### config.mk
export PLATFORM = sky130hd
export DESIGN_NAME = spi_sample_streamer
export DESIGN_NICKNAME = d
export VERILOG_FILES = /design/src/rtl/spi_stream_pkg.sv /design/src/rtl/sync_edge_det.sv /design/src/rtl/spi_sample_streamer.sv
export SDC_FILE = /design/constraint.sdc
export NUM_CORES = 1
export LEC_CHECK = 0
export CAP_MARGIN = 20
export CELL_PAD_IN_SITES_DETAIL_PLACEMENT = 2
export CELL_PAD_IN_SITES_GLOBAL_PLACEMENT = 2
export CORE_AREA = 2 2 104 106
export CTS_CLUSTER_DIAMETER = 60
export DETAILED_ROUTE_END_ITERATION = 10
export DIE_AREA = 0 0 106 108
export DONT_BUFFER_PORTS = 1
export PLACE_DENSITY = 0.86
export RECOVER_POWER = 100
export SLEW_MARGIN = 30
export SYNTH_ARGS = -nofsm -noshare
export SYNTH_HDL_FRONTEND = slang
export SYNTH_SLANG_ARGS = --single-unit
### constraint.sdc
create_clock -name clk -period 2.19 [get_ports clk]
set_input_delay 0.438 -clock clk [delete_from_list [all_inputs] [get_ports clk]]
set_output_delay 0.438 -clock clk [all_outputs]
set_load 0.02 [all_outputs]
### src/rtl/spi_stream_pkg.sv
// -----------------------------------------------------------------------------
// spi_stream_pkg
// Shared types and default constants for the SPI sample streamer.
//   state_t : frame sequencing FSM states
//   widx_t  : which word of the frame is currently in the shift register
// -----------------------------------------------------------------------------
package spi_stream_pkg;

    localparam int          WORD_W_DEF      = 16;
    localparam logic [15:0] HEADER_WORD_DEF = 16'hA55A;

    typedef enum logic [2:0] {
        IDLE,
        ARMED,
        SHIFT,
        LOAD,
        DONE
    } state_t;

    typedef enum logic [1:0] {
        HDR,
        LEN,
        DATA,
        CSUM
    } widx_t;

endpackage

### src/rtl/sync_edge_det.sv
// -----------------------------------------------------------------------------
// sync_edge_det
// Brings an asynchronous input into the clk domain through SYNC_STAGES flops
// and produces one-cycle rise/fall strobes from the last two stages.
// Ports:
//   clk  : system clock
//   rst  : synchronous active-low reset (loads IDLE_LEVEL into every stage)
//   din  : asynchronous input
//   rise : one-cycle strobe on a 0->1 transition of the synchronized input
//   fall : one-cycle strobe on a 1->0 transition of the synchronized input
// -----------------------------------------------------------------------------
module sync_edge_det #(
    parameter int   SYNC_STAGES = 2,
    parameter logic IDLE_LEVEL  = 1'b0
) (
    input  logic clk,
    input  logic rst,
    input  logic din,
    output logic rise,
    output logic fall
);

    logic [SYNC_STAGES-1:0] sync_p;

    always_ff @(posedge clk) begin
        if (!rst) begin
            sync_p <= {SYNC_STAGES{IDLE_LEVEL}};
        end else begin
            sync_p <= {sync_p[SYNC_STAGES-2:0], din};
        end
    end

    // Index SYNC_STAGES-2 is the newer of the two compared samples.
    assign rise =  sync_p[SYNC_STAGES-2] & ~sync_p[SYNC_STAGES-1];
    assign fall = ~sync_p[SYNC_STAGES-2] &  sync_p[SYNC_STAGES-1];

endmodule

### src/rtl/spi_sample_streamer.sv
// -----------------------------------------------------------------------------
// spi_sample_streamer
// Frames ADC samples as HEADER_WORD, length, data words (and an optional
// checksum) and shifts them out MSB first as an SPI mode-0 slave. sclk and
// SPI_cs are oversampled in the clk domain (sclk <= clk/8).
// Build option: define SPI_CHECKSUM_EN to append a sum-mod-2^WORD_W checksum
// of the data words; without it the frame ends after the last data word.
// Ports:
//   clk, rst          : system clock, synchronous active-low reset
//   sclk, SPI_cs      : SPI clock and active-low chip select (asynchronous)
//   frame_start       : pulse that arms a frame while idle
//   frame_len         : number of data words, latched on accepted frame_start
//   word_data/valid   : sample from memory and its valid flag
//   word_ready        : one-cycle pop strobe to memory
//   processed_MISO    : serial data out (0 while chip select is inactive)
//   transaction_done  : pulse after each complete word
//   SPI_RDY           : high while a frame is armed or in progress
//   frame_done        : pulse after the last word of the frame
//   underrun          : sticky, a fetch found word_valid low
// -----------------------------------------------------------------------------
module spi_sample_streamer
    import spi_stream_pkg::*;
#(
    parameter int                WORD_W      = WORD_W_DEF,
    parameter int                SYNC_STAGES = 2,
    parameter logic [WORD_W-1:0] HEADER_WORD = HEADER_WORD_DEF,
    parameter int                LEN_W       = 14
) (
    input  logic              clk,
    input  logic              rst,
    input  logic              sclk,
    input  logic              SPI_cs,
    input  logic              frame_start,
    input  logic [LEN_W-1:0]  frame_len,
    input  logic [WORD_W-1:0] word_data,
    input  logic              word_valid,
    output logic              word_ready,
    output logic              processed_MISO,
    output logic              transaction_done,
    output logic              SPI_RDY,
    output logic              frame_done,
    output logic              underrun
);

    localparam int               CNT_W    = $clog2(WORD_W);
    localparam logic [CNT_W-1:0] LAST_BIT = CNT_W'(WORD_W - 1);

    logic sclk_rise_raw, sclk_fall_raw;
    logic cs_rise, cs_fall;
    logic cs_active;
    logic sclk_rise, sclk_fall;

    state_t            state, state_nxt;
    widx_t             widx, widx_nxt;
    logic [WORD_W-1:0] shreg, cur_word, word_nxt;
    logic [CNT_W-1:0]  bit_cnt;
    logic [LEN_W-1:0]  len_q, data_cnt;
    logic              fetch, word_last, underrun_q;

`ifdef SPI_CHECKSUM_EN
    logic [WORD_W-1:0] csum_q;

    function automatic logic [WORD_W-1:0] csum_add(input logic [WORD_W-1:0] acc,
                                                   input logic [WORD_W-1:0] val);
        return acc + val;
    endfunction
`endif

    sync_edge_det #(.SYNC_STAGES(SYNC_STAGES), .IDLE_LEVEL(1'b0)) u_sclk_sync (
        .clk  (clk),
        .rst  (rst),
        .din  (sclk),
        .rise (sclk_rise_raw),
        .fall (sclk_fall_raw)
    );

    sync_edge_det #(.SYNC_STAGES(SYNC_STAGES), .IDLE_LEVEL(1'b1)) u_cs_sync (
        .clk  (clk),
        .rst  (rst),
        .din  (SPI_cs),
        .rise (cs_rise),
        .fall (cs_fall)
    );

    // Synchronized chip-select level, rebuilt from the strobes so it tracks
    // the last synchronizer stage exactly.
    always_ff @(posedge clk) begin
        if (!rst) begin
            cs_active <= 1'b0;
        end else if (cs_fall) begin
            cs_active <= 1'b1;
        end else if (cs_rise) begin
            cs_active <= 1'b0;
        end
    end

    // A chip-select release in the same cycle as an sclk edge discards the edge.
    assign sclk_rise = sclk_rise_raw & cs_active & ~cs_rise;
    assign sclk_fall = sclk_fall_raw & cs_active & ~cs_rise;

    // Next word selection. Data words are counted from zero, so the length
    // word and a data word share the "fetch another or finish" decision.
    always_comb begin
        widx_nxt  = widx;
        word_nxt  = cur_word;
        fetch     = 1'b0;
        word_last = 1'b0;
        unique case (widx)
            HDR: begin
                widx_nxt = LEN;
                word_nxt = WORD_W'(len_q);
            end
            LEN, DATA: begin
                if (data_cnt != len_q) begin
                    widx_nxt = DATA;
                    fetch    = 1'b1;
                    word_nxt = word_valid ? word_data : '0;
                end else begin
`ifdef SPI_CHECKSUM_EN
                    widx_nxt = CSUM;
                    word_nxt = csum_q;
`else
                    word_last = 1'b1;
`endif
                end
            end
            default: word_last = 1'b1;
        endcase
    end

    always_ff @(posedge clk) begin
        if (!rst) begin
            state <= IDLE;
        end else begin
            state <= state_nxt;
        end
    end

    always_comb begin
        state_nxt        = state;
        word_ready       = 1'b0;
        transaction_done = 1'b0;
        frame_done       = 1'b0;
        SPI_RDY          = 1'b0;
        unique case (state)
            IDLE: begin
                if (frame_start) state_nxt = ARMED;
            end
            ARMED: begin
                SPI_RDY = 1'b1;
                if (cs_fall) state_nxt = SHIFT;
            end
            SHIFT: begin
                SPI_RDY = 1'b1;
                if (sclk_rise && bit_cnt == LAST_BIT) state_nxt = LOAD;
            end
            LOAD: begin
                SPI_RDY          = 1'b1;
                transaction_done = 1'b1;
                word_ready       = fetch;
                state_nxt        = word_last ? DONE : SHIFT;
            end
            DONE: begin
                frame_done = 1'b1;
                state_nxt  = IDLE;
            end
            default: state_nxt = IDLE;
        endcase
    end

    always_ff @(posedge clk) begin
        if (!rst) begin
            widx       <= HDR;
            shreg      <= '0;
            cur_word   <= '0;
            bit_cnt    <= '0;
            len_q      <= '0;
            data_cnt   <= '0;
            underrun_q <= 1'b0;
`ifdef SPI_CHECKSUM_EN
            csum_q     <= '0;
`endif
        end else begin
            case (state)
                IDLE: begin
                    if (frame_start) begin
                        len_q      <= frame_len;
                        underrun_q <= 1'b0;
                        widx       <= HDR;
                        shreg      <= HEADER_WORD;
                        cur_word   <= HEADER_WORD;
                        bit_cnt    <= '0;
                        data_cnt   <= '0;
`ifdef SPI_CHECKSUM_EN
                        csum_q     <= '0;
`endif
                    end
                end
                SHIFT: begin
                    if (cs_rise) begin
                        // Partial word is abandoned; resend it from its MSB.
                        bit_cnt <= '0;
                        shreg   <= cur_word;
                    end else begin
                        if (sclk_rise) begin
                            bit_cnt <= (bit_cnt == LAST_BIT) ? '0 : bit_cnt + 1'b1;
                        end
                        // The fall before the first rise of a word must not shift.
                        if (sclk_fall && bit_cnt != '0) begin
                            shreg <= {shreg[WORD_W-2:0], 1'b0};
                        end
                    end
                end
                LOAD: begin
                    widx     <= widx_nxt;
                    shreg    <= word_nxt;
                    cur_word <= word_nxt;
                    if (fetch) begin
                        data_cnt <= data_cnt + 1'b1;
                        if (!word_valid) begin
                            underrun_q <= 1'b1;
                        end
`ifdef SPI_CHECKSUM_EN
                        if (word_valid) begin
                            csum_q <= csum_add(csum_q, word_data);
                        end
`endif
                    end
                end
                default: ;
            endcase
        end
    end

    assign underrun       = underrun_q;
    assign processed_MISO = cs_active & SPI_RDY & shreg[WORD_W-1];

endmodule
==> impl_summary.log <==
INFO  metric final_period_minus_worst_setup_slack = 2410 ps
INFO  metric timing.final.max_slew_violations = 0
INFO  metric layout.cells.non_filler = 626
INFO  metric grt_max_degree = 30
INFO  metric synth-seq-area-share = 39.3%
INFO  metric crit_fanout = 9
INFO  metric placeableCoreArea = 10200 um2
INFO  metric totalNegativeSetupSlack = -2650 ps
INFO  metric routed_wire_length_per_instance = 27.9 um
INFO  metric first_pass_iters = 5
INFO  metric power_leakage = 1.74 nW
INFO  metric failed_checks = setup timing
INFO  metric dp.cells = 598
INFO  metric clkLatencyLatePin = 380 ps
INFO  metric cts_tree = built
INFO  metric final_layout_size_suffix_gt1_share = 25.2%
INFO  metric dieWidth = 106 um
INFO  metric layout-area-overhead-vs-synth = 21.9%
INFO  metric rsz_0062_raised_after_global_routing = true
INFO  metric cts_root_buffer = sky130_fd_sc_hd__clkbuf_8
INFO  metric gpl.final_weighted_congestion = 0.823
INFO  metric total_of_max_cap_violations = 0
INFO  metric syn_area_per_cell = 8.39 um2
INFO  metric run_status = finished, violations left
INFO  metric layout.filler_cells = 1099
INFO  metric synth_async_reset_ratio = 0%
INFO  metric most_used_cell_along_the_critical_path = sky130_fd_sc_hd__buf_4
INFO  metric starting_density = 37.4%
INFO  metric power.density = 694 nW/um2
INFO  metric worstMarginPinSlew = 982 ps
INFO  metric yosysWarningCount = 0
INFO  metric dieHeight = 108 um
INFO  metric timing.critical_path.cells = xnor2_1 -> nand4_1 -> nor4_4 -> buf_12 -> buf_4 -> o31a_1 -> buf_4 -> o21ai_0 -> a21oi_1
INFO  metric track_usage = 30.4%
INFO  metric floorplan_die_area = 11400 um2
INFO  metric finalHoldViolations = 0
INFO  metric cts.reportedPaths.clkPinSlew = 90 ps
INFO  metric synth_enable_flop_cells = 0
INFO  metric final_net_count = 526
INFO  metric dp_hpwl = 10.7 mm
INFO  metric worstHoldPathType = in -> reg
INFO  metric postRouteAntennaNets = 0
INFO  metric crit_slowest_cell = sky130_fd_sc_hd__nor4_4
INFO  metric post_cts_hold_buffer_count = 0
INFO  metric fp-row-count = 37
INFO  metric via_count_of_the_first_global_routing_pass = 4357
INFO  metric slew_headroom = 33.8%
INFO  metric timing.final.ws_setup = -224 ps
INFO  metric worstSetupPathType = reg -> reg
INFO  metric power.ir.vdd_worst = 0.392 mV
INFO  metric synth.net_count = 499
INFO  metric finalSetupViolCount = 37
INFO  metric postSynthRegisterBits = 75
INFO  metric finalCritPeriodShare = 110%
INFO  metric place.port_buffers = 0
INFO  metric route.detailed.drc = 0
INFO  metric critPathMaxStageDelay = 440 ps
INFO  metric cp-start-kind = register
INFO  metric critPathArrivalTime = 2680 ps
INFO  metric clock-sinks = 75
INFO  metric grt_overflow_total = 0
INFO  metric detailroute.via_count = 3975
INFO  metric ys_types = 68
INFO  metric post_synth_instance_area = 3820 um2
INFO  metric cts-htree-levels = 3
INFO  metric initial_drt_markers = 245
INFO  metric netlist_instances = 456
INFO  metric required = 2450 ps
INFO  metric wire_length_after_detailed_routing = 17.5 mm
INFO  metric number_of_antenna_violations_at_the_first_check_in_global_routing = 2
INFO  metric grt_first_pass_wirelength = 25.7 mm
INFO  metric numCtsBuffers = 9
INFO  metric ioPinCount = 42
INFO  metric drt-vias-per-instance = 6.35
INFO  metric finClkSkew = 23.9 ps
INFO  metric synth-main-ff-cell = sky130_fd_sc_hd__dfxtp_1
INFO  metric capturing_element_type_of_the_critical_path = register
INFO  metric achievable-frequency = 414 MHz
INFO  metric buffer_levels_on_the_longest_clock_path = 2
-- worst max-delay path: cells and delay by family (launching register included) --
| kind | cells | cell delay, ps |
|---|---|---|
| flip-flops | 1 | 360 |
| buffers and inverters | 3 | 520 |
| AND/OR/NAND/NOR | 2 | 630 |
| AO/OA/AOI/OAI | 3 | 550 |
| XOR/XNOR | 1 | 240 |
-- cell usage after synthesis, types with 4 or more instances --
library cell,count,area [um2]
sky130_fd_sc_hd__a21oi_1,47,235
sky130_fd_sc_hd__nand2b_1,5,31.3
sky130_fd_sc_hd__nand4_1,6,37.5
sky130_fd_sc_hd__and2_1,8,50.1
sky130_fd_sc_hd__mux2_2,4,45.0
sky130_fd_sc_hd__a22oi_1,5,37.5
sky130_fd_sc_hd__and3_1,5,31.3
sky130_fd_sc_hd__mux2i_1,9,90.1
sky130_fd_sc_hd__or3_1,7,43.8
sky130_fd_sc_hd__nand2_1,60,225
sky130_fd_sc_hd__inv_1,11,41.3
sky130_fd_sc_hd__a21o_1,5,37.5
sky130_fd_sc_hd__clkbuf_1,15,56.3
sky130_fd_sc_hd__xnor2_1,16,140
sky130_fd_sc_hd__nand3_1,13,65.1
sky130_fd_sc_hd__ha_1,7,87.6
sky130_fd_sc_hd__dfxtp_1,75,1500
sky130_fd_sc_hd__o21ai_0,36,180
sky130_fd_sc_hd__o2bb2ai_1,4,35.0
sky130_fd_sc_hd__nor2_1,29,109
sky130_fd_sc_hd__a31oi_1,9,56.3
sky130_fd_sc_hd__a32o_1,5,50.1
sky130_fd_sc_hd__a211o_1,8,70.1
sky130_fd_sc_hd__nor2b_1,5,31.3
-- final timing paths --
check	cells past startpoint	end	slack, ps	start
hold reg to reg	2	u_cs_sync.sync_p[1]	490	u_cs_sync.sync_p[0]
hold / removal	1	u_cs_sync.sync_p[1]	170	rst
setup / recovery	9	data_cnt[10]	-220	len_q[2]
setup reg to reg	9	data_cnt[10]	-220	len_q[2]
-- sequential cells by signal, summed over array words and instances (netlist names) --
| register | count |
|---|---|
| bit_cnt | 4 |
| cs_active | 1 |
| cur_word | 16 |
| data_cnt | 14 |
| len_q | 14 |
| shreg | 16 |
| state | 3 |
| u_cs_sync.sync_p | 2 |
| u_sclk_sync.sync_p | 2 |
| underrun | 1 |
| widx | 2 |
-- report_power, final --
part           total [W]  internal (W)  switching, W
Sequential       0.00149       0.00142     0.0000671
Combinational   0.000456      0.000186      0.000271
Clock            0.00129      0.000674      0.000615
-- cell usage in the layout, fill, tap and decap left out, types with 5 or more instances in the layout --
cell,count
sky130_fd_sc_hd__xnor2_2,5
sky130_fd_sc_hd__nor2b_1,5
sky130_fd_sc_hd__or3_1,7
sky130_fd_sc_hd__a21oi_1,47
sky130_fd_sc_hd__dfxtp_2,22
sky130_fd_sc_hd__ha_1,6
sky130_fd_sc_hd__o21ai_0,34
sky130_fd_sc_hd__mux2i_1,9
sky130_fd_sc_hd__a211o_1,7
sky130_fd_sc_hd__and2_1,5
sky130_fd_sc_hd__buf_4,32
sky130_fd_sc_hd__nand4_1,6
sky130_fd_sc_hd__a32o_2,5
sky130_fd_sc_hd__inv_1,11
sky130_fd_sc_hd__dfxtp_1,51
sky130_fd_sc_hd__clkbuf_8,10
sky130_fd_sc_hd__a31oi_1,8
sky130_fd_sc_hd__nor2_1,27
sky130_fd_sc_hd__xnor2_1,11
sky130_fd_sc_hd__nand3_1,13
sky130_fd_sc_hd__nand2_1,60
sky130_fd_sc_hd__a21o_1,5
-- metrics by stage --
step	worst slack, ps	hold slack, ps	area [um2]	total power (W)	util (%)
after CTS	-85.1	143	4490	0.00317	43.9
after global placement	-31.9	448	4110	0.00184	40.2
after detailed placement	-156	473	4120	0.00187	40.3
final	-224	170	4660	0.00324	45.6
after floorplan	215	427	3820	0.00174	-
after global routing	-243	158	4660	0.00333	45.5
-- repair_timing --
item / in CTS / in global routing
setup buffers: 6 / 3
pin swaps: 10 / 13
setup endpoints to repair: 32 / 49
resized for setup: 18 / 45
cloned: 2 / 0
-- cell type report --
| cell class | instances | area, um2 | area share [%] |
|---|---|---|---|
| multi-input cells | 346 | 2350 | 50.4 |
| flip-flops and latches | 75 | 1540 | 33.0 |
| repair buffers | 39 | 329 | 7.06 |
| well taps | 136 | 170 | 3.65 |
| clock buffers | 10 | 138 | 2.95 |
| clock inverters | 6 | 88.8 | 1.91 |
| inverters | 12 | 46.3 | 0.993 |
| diodes | 2 | 5.00 | 0.107 |
-- layer usage --
layer  track usage, %  up-vias  wire, um
li1                 -     1707         -
met1             34.4     1989      6890
met2             51.1      207      8350
met3             7.53       72      1230
met4             20.6        0      1020
met5                0        -         0
-- cells by family after synthesis --
group,synth area share (%)
and+or+nand+nor,21.0
xor gates and xnor gates,4.78
DFF,39.3
muxes,3.53
buffers and inverters,4.38
AOI/OAI and AO/OA,24.7
adders and majority gates,2.29
Power figures use the tool's default switching activity.
